--- config.mk ---
export PLATFORM = sky130hd
export DESIGN_NAME = axis_pattern_generator
export DESIGN_NICKNAME = d
export VERILOG_FILES = /design/src/rtl/axis_pattern_pkg.sv /design/src/rtl/axis_pattern_src.sv /design/src/rtl/axis_pattern_generator.sv
export SDC_FILE = /design/constraint.sdc
export NUM_CORES = 1
export LEC_CHECK = 0
export CAP_MARGIN = 20
export CORE_ASPECT_RATIO = 0.5
export CORE_UTILIZATION = 40
export CTS_BUF_LIST = sky130_fd_sc_hd__clkbuf_8
export CTS_CLUSTER_SIZE = 30
export DETAILED_ROUTE_END_ITERATION = 7
export PLACE_DENSITY_LB_ADDON = 0.05
export SLEW_MARGIN = 20
export SYNTH_ARGS = -nofsm -noshare
export SYNTH_HDL_FRONTEND = slang
export SYNTH_SLANG_ARGS = --single-unit
--- constraint.sdc ---
create_clock -name m_axis_aclk -period 3.4 [get_ports m_axis_aclk]
set_clock_uncertainty 0.15 [all_clocks]
set_input_delay 0.68 -clock m_axis_aclk [delete_from_list [all_inputs] [get_ports m_axis_aclk]]
set_output_delay 0.68 -clock m_axis_aclk [all_outputs]
set_load 0.05 [all_outputs]
--- src/rtl/axis_pattern_pkg.sv ---
// Shared mode encoding and PRBS-31 definitions for the AXI4-Stream pattern generator.
package axis_pattern_pkg;

   typedef enum logic [1:0] {
      MODE_COUNTER = 2'b00,
      MODE_PRBS    = 2'b01,
      MODE_WALK    = 2'b10,
      MODE_CONST   = 2'b11
   } mode_e;

   localparam int unsigned PRBS_LEN   = 31;
   localparam int unsigned PRBS_TAP_A = 31;
   localparam int unsigned PRBS_TAP_B = 28;

   // One Fibonacci shift of x^31 + x^28 + 1; feedback enters at bit 0.
   function automatic logic [PRBS_LEN-1:0] prbs_step(input logic [PRBS_LEN-1:0] s);
      return {s[PRBS_LEN-2:0], s[PRBS_TAP_A-1] ^ s[PRBS_TAP_B-1]};
   endfunction

endpackage

--- src/rtl/axis_pattern_src.sv ---
// Per-mode pattern state; presents the next sample combinationally and advances
// only the state of the currently selected mode when advance_i is high.
module axis_pattern_src
   import axis_pattern_pkg::*;
#(
   parameter int unsigned DATA_WIDTH    = 32,
   parameter int unsigned COUNTER_START = 0,
   parameter int unsigned COUNTER_END   = 255,
   parameter int unsigned COUNTER_INCR  = 1,
   parameter logic [30:0] PRBS_SEED     = 31'h7FFFFFFF,
   parameter logic [31:0] CONST_VALUE   = 32'hA5A5A5A5
) (
   input  logic                  clk_i,
   input  logic                  rst_ni,
   input  mode_e                 mode_i,
   input  logic                  advance_i,
   output logic [DATA_WIDTH-1:0] sample_o
);

   localparam int unsigned IDX_W = $clog2(DATA_WIDTH);

   localparam logic [DATA_WIDTH-1:0] CNT_START = DATA_WIDTH'(COUNTER_START);
   localparam logic [DATA_WIDTH-1:0] CNT_END   = DATA_WIDTH'(COUNTER_END);
   localparam logic [DATA_WIDTH-1:0] CNT_INCR  = DATA_WIDTH'(COUNTER_INCR);
   localparam logic [DATA_WIDTH-1:0] CONST_VAL = DATA_WIDTH'(CONST_VALUE);
   localparam logic [DATA_WIDTH-1:0] WALK_ONE  = DATA_WIDTH'(1);
   localparam logic [IDX_W-1:0]      IDX_LAST  = IDX_W'(DATA_WIDTH - 1);

   logic [DATA_WIDTH-1:0] cnt_q,  cnt_d;
   logic [PRBS_LEN-1:0]   lfsr_q, lfsr_d;
   logic [IDX_W-1:0]      idx_q,  idx_d;

   always_ff @(posedge clk_i or negedge rst_ni) begin
      if (!rst_ni) begin
         cnt_q  <= CNT_START;
         lfsr_q <= PRBS_SEED;
         idx_q  <= '0;
      end else begin
         cnt_q  <= cnt_d;
         lfsr_q <= lfsr_d;
         idx_q  <= idx_d;
      end
   end

   always_comb begin
      cnt_d    = cnt_q;
      lfsr_d   = lfsr_q;
      idx_d    = idx_q;
      sample_o = '0;
      case (mode_i)
         MODE_COUNTER: begin
            sample_o = cnt_q;
            if (advance_i) cnt_d = (cnt_q >= CNT_END) ? CNT_START : cnt_q + CNT_INCR;
         end
         MODE_PRBS: begin
            sample_o = DATA_WIDTH'(lfsr_q);
            if (advance_i) lfsr_d = prbs_step(lfsr_q);
         end
         MODE_WALK: begin
            sample_o = WALK_ONE << idx_q;
            if (advance_i) idx_d = (idx_q == IDX_LAST) ? '0 : idx_q + IDX_W'(1);
         end
         MODE_CONST: begin
            sample_o = CONST_VAL;
         end
         default: sample_o = '0;
      endcase
   end

endmodule

--- src/rtl/axis_pattern_generator.sv ---
// AXI4-Stream test-pattern source: sample-rate divider, tick credits with drop
// counting, TLAST framing and a registered master output stage.
module axis_pattern_generator
   import axis_pattern_pkg::*;
#(
   parameter int unsigned DATA_WIDTH    = 32,
   parameter int unsigned COUNTER_START = 0,
   parameter int unsigned COUNTER_END   = 255,
   parameter int unsigned COUNTER_INCR  = 1,
   parameter int unsigned DIVIDER       = 5,
   parameter int unsigned MAX_PENDING   = 8,
   parameter int unsigned FRAME_LEN     = 256,
   parameter logic [30:0] PRBS_SEED     = 31'h7FFFFFFF,
   parameter logic [31:0] CONST_VALUE   = 32'hA5A5A5A5
) (
   input  logic                               m_axis_aclk,
   input  logic                               m_axis_aresetn,
   input  logic                               enable,
   input  logic [1:0]                         mode,
   input  logic                               m_axis_tready,
   output logic [DATA_WIDTH-1:0]              m_axis_tdata,
   output logic                               m_axis_tvalid,
   output logic                               m_axis_tlast,
   output logic [15:0]                        overflow_cnt,
   output logic [$clog2(MAX_PENDING+1)-1:0]   pending
);

   localparam int unsigned PEND_W = $clog2(MAX_PENDING + 1);
   localparam int unsigned DIV_W  = (DIVIDER > 1) ? $clog2(DIVIDER) : 1;
   localparam int unsigned BEAT_W = (FRAME_LEN > 1) ? $clog2(FRAME_LEN) : 1;

   localparam logic [DIV_W-1:0]  DIV_RELOAD = DIV_W'(DIVIDER - 1);
   localparam logic [PEND_W-1:0] PEND_MAX   = PEND_W'(MAX_PENDING);
   localparam logic [BEAT_W-1:0] BEAT_LAST  = BEAT_W'(FRAME_LEN - 1);

   logic [DIV_W-1:0]      div_q,    div_d;
   logic [PEND_W-1:0]     pend_q,   pend_d;
   logic [15:0]           ovf_q,    ovf_d;
   logic [BEAT_W-1:0]     beat_q,   beat_d;
   logic [DATA_WIDTH-1:0] tdata_q,  tdata_d;
   logic                  tvalid_q, tvalid_d;
   logic                  tlast_q,  tlast_d;

   logic                  tick, load, drop;
   logic [DATA_WIDTH-1:0] sample;

   axis_pattern_src #(
      .DATA_WIDTH    (DATA_WIDTH),
      .COUNTER_START (COUNTER_START),
      .COUNTER_END   (COUNTER_END),
      .COUNTER_INCR  (COUNTER_INCR),
      .PRBS_SEED     (PRBS_SEED),
      .CONST_VALUE   (CONST_VALUE)
   ) u_src (
      .clk_i     (m_axis_aclk),
      .rst_ni    (m_axis_aresetn),
      .mode_i    (mode_e'(mode)),
      .advance_i (load),
      .sample_o  (sample)
   );

   always_ff @(posedge m_axis_aclk or negedge m_axis_aresetn) begin
      if (!m_axis_aresetn) begin
         div_q    <= DIV_RELOAD;
         pend_q   <= '0;
         ovf_q    <= '0;
         beat_q   <= '0;
         tdata_q  <= '0;
         tvalid_q <= 1'b0;
         tlast_q  <= 1'b0;
      end else begin
         div_q    <= div_d;
         pend_q   <= pend_d;
         ovf_q    <= ovf_d;
         beat_q   <= beat_d;
         tdata_q  <= tdata_d;
         tvalid_q <= tvalid_d;
         tlast_q  <= tlast_d;
      end
   end

   // A load is allowed whenever the output slot is empty or is being consumed this cycle.
   always_comb begin
      tick  = (div_q == '0) && enable;
      load  = (pend_q != '0) && (!tvalid_q || m_axis_tready);
      drop  = tick && !load && (pend_q == PEND_MAX);
      div_d = (div_q == '0) ? DIV_RELOAD : div_q - DIV_W'(1);

      pend_d = pend_q;
      if (tick && !load && !drop) pend_d = pend_q + PEND_W'(1);
      else if (load && !tick)     pend_d = pend_q - PEND_W'(1);

      ovf_d = ovf_q;
      if (drop && (ovf_q != 16'hFFFF)) ovf_d = ovf_q + 16'd1;

      beat_d   = beat_q;
      tdata_d  = tdata_q;
      tvalid_d = tvalid_q;
      tlast_d  = tlast_q;
      if (load) begin
         tdata_d  = sample;
         tvalid_d = 1'b1;
         tlast_d  = (beat_q == BEAT_LAST);
         beat_d   = (beat_q == BEAT_LAST) ? '0 : beat_q + BEAT_W'(1);
      end else if (tvalid_q && m_axis_tready) begin
         tvalid_d = 1'b0;
      end
   end

   assign m_axis_tdata  = tdata_q;
   assign m_axis_tvalid = tvalid_q;
   assign m_axis_tlast  = tlast_q;
   assign overflow_cnt  = ovf_q;
   assign pending       = pend_q;

endmodule
==> results of run 1 <==
cells in the mapped netlist, drive strengths merged (2+ instances only):
master / instances / area (um2)
a21o: 2 / 15.01
a21oi: 22 / 110.1
a22oi: 2 / 15.01
a31oi: 20 / 125.1
a32oi: 2 / 17.52
a41oi: 14 / 122.6
and2: 4 / 25.02
and3: 13 / 81.33
and4: 3 / 26.28
buf: 10 / 46.29
clkbuf: 19 / 71.32
dfrtp: 101 / 2527
dfstp: 32 / 840.8
ha: 12 / 150.1
inv: 12 / 45.04
mux2: 36 / 405.4
mux2i: 13 / 130.1
nand2: 64 / 242.7
nand2b: 3 / 18.77
nand3: 29 / 145.1
nand4: 17 / 106.4
nor2: 71 / 266.5
nor2b: 6 / 37.54
nor3: 9 / 50.05
nor4: 10 / 83.83
o21a: 8 / 60.06
o21ai: 29 / 148.9
o221ai: 8 / 70.07
o22ai: 3 / 18.77
o311ai: 3 / 26.28
o31ai: 5 / 37.54
or3: 3 / 18.77
or4b: 2 / 27.53
xnor2: 8 / 70.07
xor2: 14 / 122.6
area by class of cell:
| type | instances | area (um2) | share of cell area [%] |
|---|---|---|---|
| clock buffers | 19 | 261.5 | 3.370 |
| clock inverters | 13 | 153.9 | 1.983 |
| well taps | 204 | 255.2 | 3.289 |
| flip-flops and latches | 133 | 3368 | 43.41 |
| inverters | 12 | 45.04 | 0.5805 |
| multi-input cells | 447 | 2899 | 37.36 |
| repair buffers | 77 | 777.0 | 10.01 |
cells in the final DEF (no fill, tap or decap), drive strengths merged, types with 3 or more instances in the layout:
master	instances
and2	4
o21ai	29
clkinv	5
clkdlybuf4s50	58
nor3	9
a21oi	22
a31oi	20
o21a	8
and4	3
mux2i	13
or3	3
ha	12
dfstp	32
nand3	29
clkbuf	19
o31ai	5
nand2	64
o311ai	3
o221ai	8
and3	13
xor2	14
o22ai	3
mux2	36
inv	17
nor2	71
a41oi	14
nor2b	6
nor4	10
nand4	17
dfrtp	101
buf	19
bufinv	3
nand2b	3
xnor2	8
worst register-to-register path: stages, from the launching register on:
cell	delay [ns]
sky130_fd_sc_hd__dfrtp_1	0.47
sky130_fd_sc_hd__or4_1	0.70
sky130_fd_sc_hd__and2_2	0.26
sky130_fd_sc_hd__nor2_1	0.12
sky130_fd_sc_hd__nand2_1	0.13
sky130_fd_sc_hd__ha_1	0.30
sky130_fd_sc_hd__a21o_1	0.18
sky130_fd_sc_hd__a21oi_1	0.23
sky130_fd_sc_hd__nor3_1	0.09
sky130_fd_sc_hd__a21oi_1	0.15
sky130_fd_sc_hd__o2bb2ai_1	0.08
registers in the layout (all words and copies together), names as in the netlist:
name           flops
div_q              3
u_src.lfsr_q      31
pending            4
u_src.idx_q        5
u_src.cnt_q       32
m_axis_tvalid      1
m_axis_tdata      32
overflow_cnt      16
m_axis_tlast       1
beat_q             8
metal layers:
metal,routed length (um),vias up
li1,-,2397
met1,9129,2519
met2,6724,133
met3,845,10
met4,99,0
met5,0,-
worst paths after layout:
check | to | slack, ns
setup reg to reg | pending[3] | 0.43
min in group m_axis_aclk | div_q[0] | 0.33
setup / recovery | pending[3] | 0.43
hold reg to reg | div_q[0] | 0.33
hold / removal | pending[0] | 0.09
max in group asynchronous | u_src.lfsr_q[30] | 2.31
logic make-up (layout without fill, tap and decap cells):
logic type	count (synthesis)	count (layout)	synth area share (%)
XOR/XNOR	22	22	3.000
multiplexers	49	49	8.337
buffers and inverters	41	121	2.532
AND/OR/NAND/NOR	239	239	18.29
adder cells (fa/ha/maj)	13	13	2.649
flip-flops	133	133	52.43
AO/OA/AOI/OAI	124	124	12.76
power by group:
| part | switching, mW | leakage (nW) | internal (mW) |
|---|---|---|---|
| combinational | 1.25 | 1.47 | 0.706 |
| sequential | 0.340 | 1.63 | 1.94 |
| clock | 0.646 | 0.222 | 0.763 |
| total | 2.24 | 3.33 | 3.40 |
through the flow:
stage | instances | power, mW | hold WS (ns) | utilization [%]
final | 905 | 5.644 | 0.09409 | 49.95
after global routing | 905 | 5.972 | 0.1093 | 49.95
after CTS | 905 | 5.691 | 0.08731 | 49.95
after detailed placement | 873 | 4.256 | 0.3162 | 47.28
after global placement | 873 | 4.238 | 0.3123 | 47.28
after floorplan | 621 | 3.533 | 0.2344 | -
==> metrics.yaml, run 1 <==
startpoint_kind_of_the_worst_setup_timing_path: "flop"
antenna_left: 0
initial_antenna_violation_count: 0
n_antenna_cell: 0
fin_crit_ns: 2.970
hold_buffers: 0
syn_inst: 621
synth_enable_flop_cells: 0
total_leakage_power_nw: 3.330
syn-cell-area_um2: 6424
grt.busiest_layer: "met1"
setup.worst_path.end_class: "flop"
die_w_um: 181.2
peakVddDrop_v: 0.0002553
core_um2: 15530
critical-path-top-delay-family: "simple AND/OR/NAND/NOR gates"
path_depth: 10
rows: 32
cts-resized-gates: 0
layout-area-overhead-vs-synth_pct: 20.80
detail_route.vias_per_cell: 5.590
hold_violations: 0
final-setup-viol-count: 0
pin_count_of_the_biggest_net_entering_global_routing: 68
track_usage_pct: 21.78
via_count_of_the_first_global_routing_pass: 4765
postSynth.asyncResetShare_pct: 100.0
final_replace_weighted_congestion: 0.7929
io_pins: 60
finalInstanceArea_um2: 7760
syn_nets: 640
worst-path-buf-inv: 0
rr_worst_depth: 10
critical_path.max_stage_delay_ns: 0.69
holdCritPathClass: "input pin to asynchronous set/reset pin"
final_layout_size_suffix_gt1_share_pct: 18.40
slew_violations: 0
worst_slew_margin_rel_pct: 55.68
critPathMaxFanout: 7
synth_sequential_area_ratio_pct: 52.43
postSynthRegisterBits: 133
met3_usage_pct: 5.520
cts.sinks: 133
cell_type_of_the_slowest_stage_on_the_worst_timing_path: "sky130_fd_sc_hd__or4_1"
timing.rr.start: "pending[0]"
detail_route.iter0.violations: 457
post_drt_wl_per_cell_um: 18.56
worst_ep_arrival_time_ns: 3.15
synth-warning-count: 0
number_of_nets_in_the_finished_design: 707
timing_worst_setup_path_type: "flop to flop"
crit_top_cell: "sky130_fd_sc_hd__a21oi_1"
run_status: "completed"
crit_chain: "or4_1 -> and2_2 -> nor2_1 -> nand2_1 -> ha_1 -> a21o_1 -> a21oi_1 -> nor3_1 -> a21oi_1 -> o2bb2ai_1"
grt_setup_unrepaired: "false"
grt_pass1_wl_mm: 27.38
finalCritPeriodShare_pct: 87.35
cts_max_level: 4
clock_tree.root_cell: "sky130_fd_sc_hd__clkbuf_8"
first_pass_iters: 4
dieArea_um2: 16600
hpwlAfterDp_mm: 11.81
cell_area_reported_after_detailed_placement_um2: 7345
post_cts.repair.setup_buffers: 0
clk_path_buf_depth: 2
clk_pin_slew_ns: 0.09
pwr_cell_area_nw_per_um2: 727.3
floorplan.initialDensity_pct: 41.35
worstMarginPinSlew_ns: 0.6649
max_freq_mhz: 336.7
fin_ws_ns: 0.4300
fin_setup_tns_ns: 0
yosysUniqueCellTypes: 53
final_routed_wirelength_mm: 16.80
synth_area_per_cell_um2: 10.34
numCtsBuffers: 17
drv_cap: 0
die_height_um: 91.61
drc_errors: 0
critical_path_required_ns: 3.58
clock_latency_ns: 0.46
gr-usage-met1_pct: 34.16
grt_remaining_overflow: 0
dominant_register_cell_in_the_synthesized_netlist: "sky130_fd_sc_hd__dfrtp_1"
filler_cell_count: 1455
dp_slack_ns: 0.2109
numPortBuffers: 59
cts_tree: "done"
vias: 5059
setup_crit_start: "pending[0]"
globalRouteMet2Util_pct: 29.36
Note: power is estimated with default switching activity, not from simulation.
==> run 2: changes to the inputs <==
--- a/config.mk
+++ b/config.mk
@@ -11,7 +11,7 @@
 export CTS_BUF_LIST = sky130_fd_sc_hd__clkbuf_8
 export CTS_CLUSTER_SIZE = 30
 export DETAILED_ROUTE_END_ITERATION = 7
-export PLACE_DENSITY_LB_ADDON = 0.05
+export PLACE_DENSITY = 0.58
 export SLEW_MARGIN = 20
 export SYNTH_ARGS = -nofsm -noshare
 export SYNTH_HDL_FRONTEND = slang
==> run 2 against run 1 <==
Routed wire length fell by 4.9%. Utilization barely moved. Largest power group unchanged. Critical endpoint unchanged. Global-route usage fell by 1.6 points. Clock-buffer cell count fell by 1. Critical path depth did not move. Sequential share of layout area barely moved. Final cell count rose by 0.22%. Die area did not move. Worst hold slack got worse by 0.034 ns. Power barely moved. Non-clock buffer count rose by 2.
==> metrics.yaml, run 2 (synthesis results as in run 1) <==
run_status: "completed"  # unchanged
drc_errors: 0  # unchanged
io_pins: 60  # unchanged
post_cts.repair.setup_buffers: 0  # unchanged
multi_input_area_um2: 2899  # unchanged
finalCritPeriodShare_pct: 83.55  # was 87.35%
clock_tree.root_cell: "sky130_fd_sc_hd__clkbuf_8"  # unchanged
pin_count_of_the_biggest_net_entering_global_routing: 60  # was 68
final_replace_weighted_congestion: 0.8555  # was 0.7929
hpwlAfterDp_mm: 11.24  # was 11.81 mm
core_um2: 15530  # unchanged
cell_area_reported_after_detailed_placement_um2: 7335  # was 7345 um2
mostFrequentLayoutCell: "sky130_fd_sc_hd__dfrtp_1"  # unchanged
via_count_of_the_first_global_routing_pass: 4752  # was 4765
rows: 32  # unchanged
post_drt_wl_per_cell_um: 17.61  # was 18.56 um
filler_cell_count: 1437  # was 1455
hold_buffers: 0  # unchanged
final-setup-viol-count: 0  # unchanged
first_pass_iters: 6  # was 4
cts.sinks: 133  # unchanged
holdCritPathClass: "input pin to asynchronous set/reset pin"  # unchanged
peakVddDrop_v: 0.0002503  # was 0.0002553 V
hold_violations: 0  # unchanged
cts-resized-gates: 0  # unchanged
drv_cap: 0  # unchanged
endpoint: "pending[3]"  # unchanged
antenna_left: 0  # unchanged
slew_violations: 0  # unchanged
clk_pin_slew_ns: 0.08  # was 0.09 ns
total_leakage_power_nw: 3.333  # was 3.330 nW
grt_remaining_overflow: 0  # unchanged
fin_setup_tns_ns: 0  # unchanged
clock_latency_ns: 0.44  # was 0.46 ns
final_layout_size_suffix_gt1_share_pct: 18.49  # was 18.40%
die_height_um: 91.61  # unchanged
dieArea_um2: 16600  # unchanged
vias: 5047  # was 5059
initial_antenna_violation_count: 0  # unchanged
clk_path_buf_depth: 2  # unchanged
cts_tree: "done"  # unchanged
detail_route.iter0.violations: 339  # was 457
fin_crit_ns: 2.841  # was 2.970 ns
grt_pass1_wl_mm: 25.82  # was 27.38 mm
most-common-layout-cells: "sky130_fd_sc_hd__dfrtp_1, sky130_fd_sc_hd__nor2_1, sky130_fd_sc_hd__nand2_1"  # unchanged
final_routed_wirelength_mm: 15.98  # was 16.80 mm
floorplan.initialDensity_pct: 41.35  # unchanged
die_w_um: 181.2  # unchanged
r2r-end: "pending[3]"  # unchanged
setup_crit_start: "pending[0]"  # unchanged
grt_setup_unrepaired: "false"  # unchanged
critical_path_required_ns: 3.57  # was 3.58 ns
postLayoutCoreUtil_pct: 50.00  # was 49.95%
timing.rr.start: "pending[0]"  # unchanged
cts_max_level: 4  # unchanged
worstMarginPinSlew_ns: 0.5620  # was 0.6649 ns
number_of_nets_in_the_finished_design: 709  # was 707
finalInstanceArea_um2: 7767  # was 7760 um2
worst_ep_arrival_time_ns: 3.01  # was 3.15 ns
p_total_mw: 5.642  # was 5.644 mW
reg2reg_setup_slack_ns: 0.56  # was 0.43 ns
setup.worst_path.end_class: "flop"  # unchanged
track_usage_pct: 20.21  # was 21.78%
numPortBuffers: 59  # unchanged
detail_route.vias_per_cell: 5.564  # was 5.590
timing_worst_setup_path_type: "flop to flop"  # unchanged
startpoint_kind_of_the_worst_setup_timing_path: "flop"  # unchanged
regArea_um2: 3368  # unchanged
worst_slew_margin_rel_pct: 62.53  # was 55.68%
n_antenna_cell: 0  # unchanged
pwr_cell_area_nw_per_um2: 726.4  # was 727.3 nW/um2
critPathMaxFanout: 7  # unchanged
max_freq_mhz: 352.0  # was 336.7 MHz
numCtsBuffers: 17  # unchanged
rr_worst_depth: 10  # unchanged
layout-area-overhead-vs-synth_pct: 20.92  # was 20.80%
## run 2: worst min-delay path by stage
stage                         startpoint        end  slack, ns
after floorplan           m_axis_aresetn  beat_q[0]       0.23
after global placement         beat_q[4]  beat_q[4]       0.31
after detailed placement       beat_q[4]  beat_q[4]       0.31
after CTS                 m_axis_aresetn  beat_q[6]       0.07
after global routing      m_axis_aresetn  beat_q[6]       0.08
final                     m_axis_aresetn  beat_q[6]       0.06
## run 2: critical path, cell delays in order (launching register included)
cell and delay [ns]:
sky130_fd_sc_hd__dfrtp_1 0.47, sky130_fd_sc_hd__or4_1 0.63, sky130_fd_sc_hd__and2_2 0.24, sky130_fd_sc_hd__nor2_1 0.11, sky130_fd_sc_hd__nand2_1 0.12, sky130_fd_sc_hd__ha_1 0.29, sky130_fd_sc_hd__a21o_1 0.17, sky130_fd_sc_hd__a21oi_1 0.22
sky130_fd_sc_hd__nor3_1 0.09, sky130_fd_sc_hd__a21oi_1 0.14, sky130_fd_sc_hd__o2bb2ai_1 0.08
## run 2: area by class of cell
class                   instances  share of cell area [%]
inverters                      12                  0.5799
clock buffers                  18                   3.189
well taps                     204                   3.286
flip-flops and latches        133                   43.36
clock inverters                14                   2.384
multi-input cells             447                   37.32
repair buffers                 79                   9.874
## run 2: metal layers
metal	track usage [%]	vias to the layer above	wire length, um
met5	0	-	0
met4	4.025	0	88
met3	5.044	8	732
met2	30.22	111	6947
met1	29.60	2519	8207
li1	-	2409	-
## run 2: where the power goes
group / internal, mW / switching, mW / leakage, nW
sequential: 1.94 / 0.330 / 1.63
combinational: 0.699 / 1.23 / 1.47
clock: 0.815 / 0.631 / 0.225
## run 2: metrics by stage
stage | std cells | setup WS (ns) | hold slack (ns)
floorplan | 621 | 0.4206 | 0.2344
global placement | 875 | 0.2427 | 0.3088
detailed placement | 875 | 0.2000 | 0.3073
CTS | 907 | 0.5624 | 0.07312
global route | 907 | 0.4063 | 0.07606
finish | 907 | 0.5593 | 0.05983
